File: config.mk
export PLATFORM = sky130hd
export DESIGN_NAME = ps2_matrix_decoder
export DESIGN_NICKNAME = d
export VERILOG_FILES = /design/src/rtl/ps2_matrix_decoder.sv
export SDC_FILE = /design/constraint.sdc
export NUM_CORES = 1
export LEC_CHECK = 0
export CAP_MARGIN = 15
export CORE_ASPECT_RATIO = 0.6
export CORE_MARGIN = 10
export CORE_UTILIZATION = 55
export CTS_BUF_LIST = sky130_fd_sc_hd__clkbuf_16
export DETAILED_ROUTE_END_ITERATION = 8
export GPL_TIMING_DRIVEN = 0
export PLACE_DENSITY = 0.76
export SYNTH_ARGS = -nofsm -noshare
export SYNTH_HDL_FRONTEND = slang
export SYNTH_SLANG_ARGS = --single-unit
File: constraint.sdc
create_clock -name clk -period 4.9 [get_ports clk]
set_input_delay 0.735 -clock clk [delete_from_list [all_inputs] [get_ports clk]]
set_output_delay 0.735 -clock clk [all_outputs]
set_load 0.05 [all_outputs]
File: src/rtl/ps2_matrix_decoder.sv
// rtl/ps2_matrix_decoder.sv - PS/2 set-2 scancode to multi-key matrix decoder
module ps2_matrix_decoder #(
  parameter int COLS      = 16,
  parameter int ROWS      = 4,
  parameter int COL_BITS  = 4,
  parameter int SHIFT_COL = 1,
  parameter int SHIFT_ROW = 1,
  parameter int ROW_BITS  = (ROWS > 1) ? $clog2(ROWS) : 1,
  parameter int CNT_BITS  = $clog2(COLS * ROWS + 1)
) (
  input  logic                clk,
  input  logic                reset,
  input  logic [7:0]          rxData,
  input  logic                rxValid,
  input  logic                rxError,
  output logic                mapReq,
  output logic [8:0]          mapCode,
  input  logic                mapHit,
  input  logic [COL_BITS-1:0] mapCol,
  input  logic [ROW_BITS-1:0] mapRow,
  input  logic [COL_BITS-1:0] address,
  output logic [ROWS-1:0]     keybits,
  output logic [CNT_BITS-1:0] heldCount,
  output logic                shift,
  output logic                ctrl,
  output logic                alt,
  output logic                softReset,
  output logic                overrun
);

  typedef enum logic [2:0] {IDLE, GOT_E0, GOT_F0, GOT_E0F0, PAUSE, LOOKUP, APPLY} state_t;

  state_t                    state;
  state_t                    state_next;
  logic [COLS-1:0][ROWS-1:0] matrix;
  logic                      shift_l;
  logic                      shift_r;
  logic                      brk_pending;
  logic [2:0]                pause_cnt;
  logic                      clear_all;
  logic                      set_overrun;
  logic                      final_code;
  logic                      pause_load;
  logic                      is_ext;
  logic                      is_brk;
  logic                      is_mod;
  logic                      sel_hit;
  logic                      sel_bit;

  assign shift = shift_l | shift_r;

  // State register
  always_ff @(posedge clk or negedge reset) begin
    if (!reset) begin
      state <= IDLE;
    end else begin
      state <= state_next;
    end
  end

  // Byte parser: prefix tracking, Pause skipping and the two-cycle lookup sequence
  always_comb begin
    state_next  = state;
    clear_all   = 1'b0;
    set_overrun = 1'b0;
    final_code  = 1'b0;
    pause_load  = 1'b0;
    is_ext      = (state == GOT_E0) || (state == GOT_E0F0);
    is_brk      = (state == GOT_F0) || (state == GOT_E0F0);
    is_mod      = rxData inside {8'h12, 8'h59, 8'h14, 8'h11};
    if (rxError) begin
      clear_all  = 1'b1;
      state_next = IDLE;
    end else begin
      if (rxValid) begin
        case (state)
          IDLE: begin
            case (rxData)
              8'hE0:        state_next = GOT_E0;
              8'hF0:        state_next = GOT_F0;
              8'hE1: begin
                state_next = PAUSE;
                pause_load = 1'b1;
              end
              8'hAA, 8'hFC: clear_all = 1'b1;
              8'h00, 8'hFF: begin
                clear_all   = 1'b1;
                set_overrun = 1'b1;
              end
              default:      final_code = 1'b1;
            endcase
          end
          GOT_E0: begin
            if (rxData == 8'hF0) state_next = GOT_E0F0;
            else                 final_code = 1'b1;
          end
          GOT_F0, GOT_E0F0: final_code = 1'b1;
          PAUSE:            if (pause_cnt <= 3'd1) state_next = IDLE;
          LOOKUP, APPLY:    set_overrun = 1'b1;
          default:          state_next = IDLE;
        endcase
        if (final_code) state_next = is_mod ? IDLE : LOOKUP;
      end
      // The lookup handshake runs on regardless of incoming bytes, which are dropped
      if (state == LOOKUP)     state_next = APPLY;
      else if (state == APPLY) state_next = IDLE;
    end
  end

  // Select the matrix bit addressed by the map response; out-of-range answers never match
  always_comb begin
    sel_hit = 1'b0;
    sel_bit = 1'b0;
    for (int c = 0; c < COLS; c++) begin
      for (int r = 0; r < ROWS; r++) begin
        if (mapCol == COL_BITS'(c) && mapRow == ROW_BITS'(r)) begin
          sel_hit = mapHit;
          sel_bit = matrix[c][r];
        end
      end
    end
  end

  // Matrix, modifiers, lookup request and sticky overrun
  always_ff @(posedge clk or negedge reset) begin
    if (!reset) begin
      matrix      <= '0;
      heldCount   <= '0;
      shift_l     <= 1'b0;
      shift_r     <= 1'b0;
      ctrl        <= 1'b0;
      alt         <= 1'b0;
      softReset   <= 1'b0;
      overrun     <= 1'b0;
      mapReq      <= 1'b0;
      mapCode     <= '0;
      brk_pending <= 1'b0;
      pause_cnt   <= '0;
    end else begin
      mapReq <= 1'b0;
      if (set_overrun) overrun <= 1'b1;
      if (pause_load) pause_cnt <= 3'd7;
      else if (state == PAUSE && rxValid && !rxError) pause_cnt <= pause_cnt - 3'd1;
      if (clear_all) begin
        matrix    <= '0;
        heldCount <= '0;
        shift_l   <= 1'b0;
        shift_r   <= 1'b0;
        ctrl      <= 1'b0;
        alt       <= 1'b0;
        softReset <= 1'b0;
      end else begin
        if (final_code) begin
          if (!is_mod) begin
            mapReq      <= 1'b1;
            mapCode     <= {is_ext, rxData};
            brk_pending <= is_brk;
          end else if (!is_ext && rxData == 8'h12) begin
            shift_l <= !is_brk;
          end else if (!is_ext && rxData == 8'h59) begin
            shift_r <= !is_brk;
          end else if (rxData == 8'h14) begin
            ctrl <= !is_brk;
          end else if (rxData == 8'h11) begin
            alt <= !is_brk;
          end
          // E0 12 / E0 59 are fake shifts and fall through untouched
          if (is_ext && rxData == 8'h71) begin
            if (is_brk)                   softReset <= 1'b0;
            else if (ctrl && alt && !shift) softReset <= 1'b1;
          end
        end
        if (state == APPLY && sel_hit) begin
          if (!brk_pending && !sel_bit && heldCount != CNT_BITS'(COLS * ROWS)) begin
            matrix[mapCol][mapRow] <= 1'b1;
            heldCount              <= heldCount + CNT_BITS'(1);
          end else if (brk_pending && sel_bit && heldCount != '0) begin
            matrix[mapCol][mapRow] <= 1'b0;
            heldCount              <= heldCount - CNT_BITS'(1);
          end
        end
      end
    end
  end

  // Column read-out with shift overlaid on its fixed position
  always_comb begin
    keybits = '0;
    for (int c = 0; c < COLS; c++) begin
      if (address == COL_BITS'(c)) keybits = matrix[c];
    end
    if (shift && address == COL_BITS'(SHIFT_COL)) keybits[SHIFT_ROW] = 1'b1;
  end

endmodule

==> impl_results.md <==
* Outcome: finished, final reports clean
* Final WS setup at between 150 and 200 ps
* GR Overflow Total at 0
* Vias in the first global route at approximately 6800
* Initial core utilization at 57.0%
* Top-area cell type share of the netlist area at 33.6%
* RR Endpoint: heldCount[6]
* Clock Latency Late Sink at between 300 and 400 ps
* # IOs at 49
* Hold WC Path Type: input pin to async pin
* Switching share of power at 37.4%
* Number of synthesized register bits at 94
* GPL Wtd Cong at 1.02
* Worst EP required at between 5000 and 6000 ps
* Via Count at roughly 7300
* Number of inserted diodes at 0
* Layout cell share with drive strength beyond 1 at roughly 14%
* CP Cell Sequence: clkdlybuf4s50_1, buf_4, nand4b_1, o32a_1, a2111oi_4, a2111oi_2, a32oi_2, a2111oi_4, buf_6, buf_4, fa_1, inv_1, a21o_1, a21oi_2, o21bai_1, a21oi_2, and2_1, a22oi_2, mux2i_1
* Post-layout minimum cycle time at approximately 4700 ps
* WS Path Type: input pin to register
* Worst Path Arrival at 5030 ps
* CP peak stage delay at 580 ps
* Routed WL per cell at 26.8 um
* Syn Inst Count at 789
* Htree depth at 3
* First-pass GRT wire length at 41600 um
* Final Cycle Share at ~97%
* Die W at 166 um
* Nets at 884
* Int Pwr at 1500 uW
* Initial antenna violation count at 0
* Async SR Flop Fraction at 100%
* Worst-case reg-to-reg path depth at 17
* Initial DRC count at 1433
* Die area at 17800 um2
* Mean cell area of the mapped netlist at 8.86 um2
* R2r startpoint: matrix[51]
* Critical path startpoint category: input pin
* Final Hold Viols at 0
* Fmax at 211 MHz
* Placed inst area at 7620 um2
* CTS Buf Count at 9
* Vias per Instance at around 7.1
* Biggest area consumer among synthesized cells: dfrtp_1
* PortBufs at 40
* LEAKAGE at 0.00357 uW
* Max VDD drop at 0.205 mV
* Detailed Place HPWL at 20800 um
* Ranking of synthesized cells by instance count: 94 x dfrtp_1, 94 x nand2_1, 61 x mux2i_1
* Placement Setup Slack at -1320 ps
* Sequential-to-total area share from yosys stat at 33.6%
* Combinational power share at 32.6%
* Hold Buf Count CTS at 0
* TritonCTS clock tree: yes
* Post-synth EDFFs at 0
* Core area at approximately 12000 um2
* Flop-to-flop setup slack at ~840 ps
* Yosys cell types at 75
* Net Sw Power at 896 uW
* Maximum Capacitance Violations at 0
* ANT nets after route at 0
* Largest net degree at the start of global routing at 52
* Top FF cell, synth: dfrtp_1
* Clock Tree Root: clkbuf_16
* Area grow syn2layout at 16.2%
* Die Y at roughly 110 um
* Worst path slowest cell: clkdlybuf4s50_1
* Fin. max-slew vios at 0
* Slew margin rel. at 40.3%
* Row Count at 31
* Clock Skew at 14.0 ps
* Synthesized net count at about 800
* Yosys Warn Count at 0
* Largest cells by area after synthesis: dfrtp_1 34%, mux2i_1 8.7%, nand2_1 5.0%, o211ai_1 3.3%, nor2_1 3.1%
* Register share of total power at 36.2%
* Residual DRC at 0
* CTS Sinks at between 90 and 100
* Post-Syn Area at approximately 7000 um2
* Detailed Route WL at ~27000 um
* Critical path capture point type: register
* Worst slew pin tran at 896 ps
* Total track usage at between 30% and 40%
* Initial DRT Pass Iterations at 6
* Fin area at 8130 um2
* PwrDens at 294 nW/um2
* Clock Pin Slew Worst Setup and Hold Paths at 70 ps
* Crit path max fanout at 10
* Clk buf depth at 2
* Total Neg Setup Slack at 0 ps
* Final setup fails at 0
* Clock power frac at ~31%
* Final core occ at 66.3%
==> registers in the layout (all words and copies together), names as in the netlist <==
register / cells
ctrl: 1
heldCount: 7
softReset: 1
matrix: 64
shift_r: 1
mapReq: 1
pause_cnt: 3
alt: 1
state: 3
mapCode: 9
brk_pending: 1
shift_l: 1
overrun: 1
==> area by class of cell <==
class / instances / area [um2]
Buffer: 77 / 410
Inverter: 16 / 63.8
Sequential cell: 94 / 2350
Clock inverter: 7 / 78.8
Fill cell: 1034 / 4130
Clock buffer: 9 / 225
Multi-Input combinational cell: 601 / 4270
Timing Repair Buffer: 53 / 518
Tap cell: 165 / 206
==> cell families (layout without fill, tap and decap cells) <==
kind of cell | Yosys count | after routing | share of synthesized area (%)
XOR/XNOR | 7 | 7 | 0.877
AND/OR/NAND/NOR | 290 | 290 | 20.2
flip-flops | 94 | 94 | 33.6
adder cells (fa/ha/maj) | 9 | 9 | 1.72
AO/OA/AOI/OAI | 209 | 209 | 23.0
buffers and inverters | 94 | 162 | 6.53
multiplexers | 86 | 86 | 14.0
==> critical path, delay by kind of cell <==
family	cells	cell delay, ps
adder cells (fa/ha/maj)	1	400
AND/OR/NAND/NOR	2	420
buffers and inverters	5	1190
multiplexers	1	200
AO/OA/AOI/OAI	10	2080
==> layout by cell type, fill, tap and decap left out, types with 5 or more instances in the layout <==
| master | instances |
|---|---|
| a31oi_1 | 22 |
| buf_2 | 14 |
| nand3_1 | 30 |
| mux4_2 | 8 |
| nor3_1 | 29 |
| mux2_2 | 17 |
| nor2b_1 | 11 |
| and2_1 | 7 |
| o211ai_1 | 31 |
| inv_1 | 16 |
| nand2_1 | 94 |
| o22ai_1 | 6 |
| nor3b_1 | 7 |
| ha_1 | 7 |
| clkbuf_16 | 9 |
| a22oi_1 | 6 |
| mux2i_1 | 61 |
| buf_6 | 6 |
| and3_1 | 7 |
| a41o_1 | 14 |
| clkdlybuf4s50_1 | 38 |
| o21ai_0 | 29 |
| nand2b_1 | 8 |
| o211ai_2 | 7 |
| buf_4 | 24 |
| nand4_1 | 8 |
| dfrtp_1 | 94 |
| a21oi_1 | 21 |
| nor4_1 | 5 |
| clkbuf_1 | 42 |
| a32o_1 | 19 |
| nor2_1 | 55 |
==> how the worst max path moves through the flow <==
| stage | slack, ps | from | depth (start not counted) | to |
|---|---|---|---|---|
| CTS | 20 | mapCol[0] | 19 | heldCount[6] |
| floorplan | 310 | mapCol[1] | 20 | heldCount[6] |
| global placement | -1280 | mapCol[0] | 19 | heldCount[6] |
| global route | -9 | mapRow[1] | 20 | heldCount[6] |
| finish | 150 | mapCol[2] | 19 | heldCount[6] |
| detailed placement | -1320 | mapCol[0] | 19 | heldCount[6] |
==> metrics by stage <==
| stage | instances | total power [uW] | hold slack (ps) |
|---|---|---|---|
| floorplan | 789 | 1360 | 439 |
| global placement | 994 | 1590 | 461 |
| detailed placement | 995 | 1620 | 461 |
| CTS | 1013 | 2360 | 409 |
| global route | 1022 | 2470 | 423 |
| finish | 1022 | 2390 | 379 |
==> what timing repair did <==
action	in CTS	in global routing
hold endpoints to repair	0	0
setup endpoints to repair	5	3
resized for setup	12	16
setup buffers	2	10
pin swaps	2	7
==> routing by layer <==
| metal | GRT usage [%] | vias to the layer above | wire [um] |
|---|---|---|---|
| met1 | 45.5 | 3573 | 11800 |
| met3 | 12.9 | 66 | 4470 |
| li1 | - | 3075 | - |
| met4 | 6.62 | 0 | 575 |
| met5 | 0 | - | 0 |
| met2 | 39.2 | 589 | 10500 |
==> power groups by stage <==
stage	Combinational (uW)	Sequential (uW)	Clock, uW
after CTS	743	866	747
after detailed placement	734	882	0
after global placement	711	875	0
after global routing	819	873	780
after floorplan	342	1020	0
final	780	866	748
Note: power is estimated with default switching activity, not from simulation.
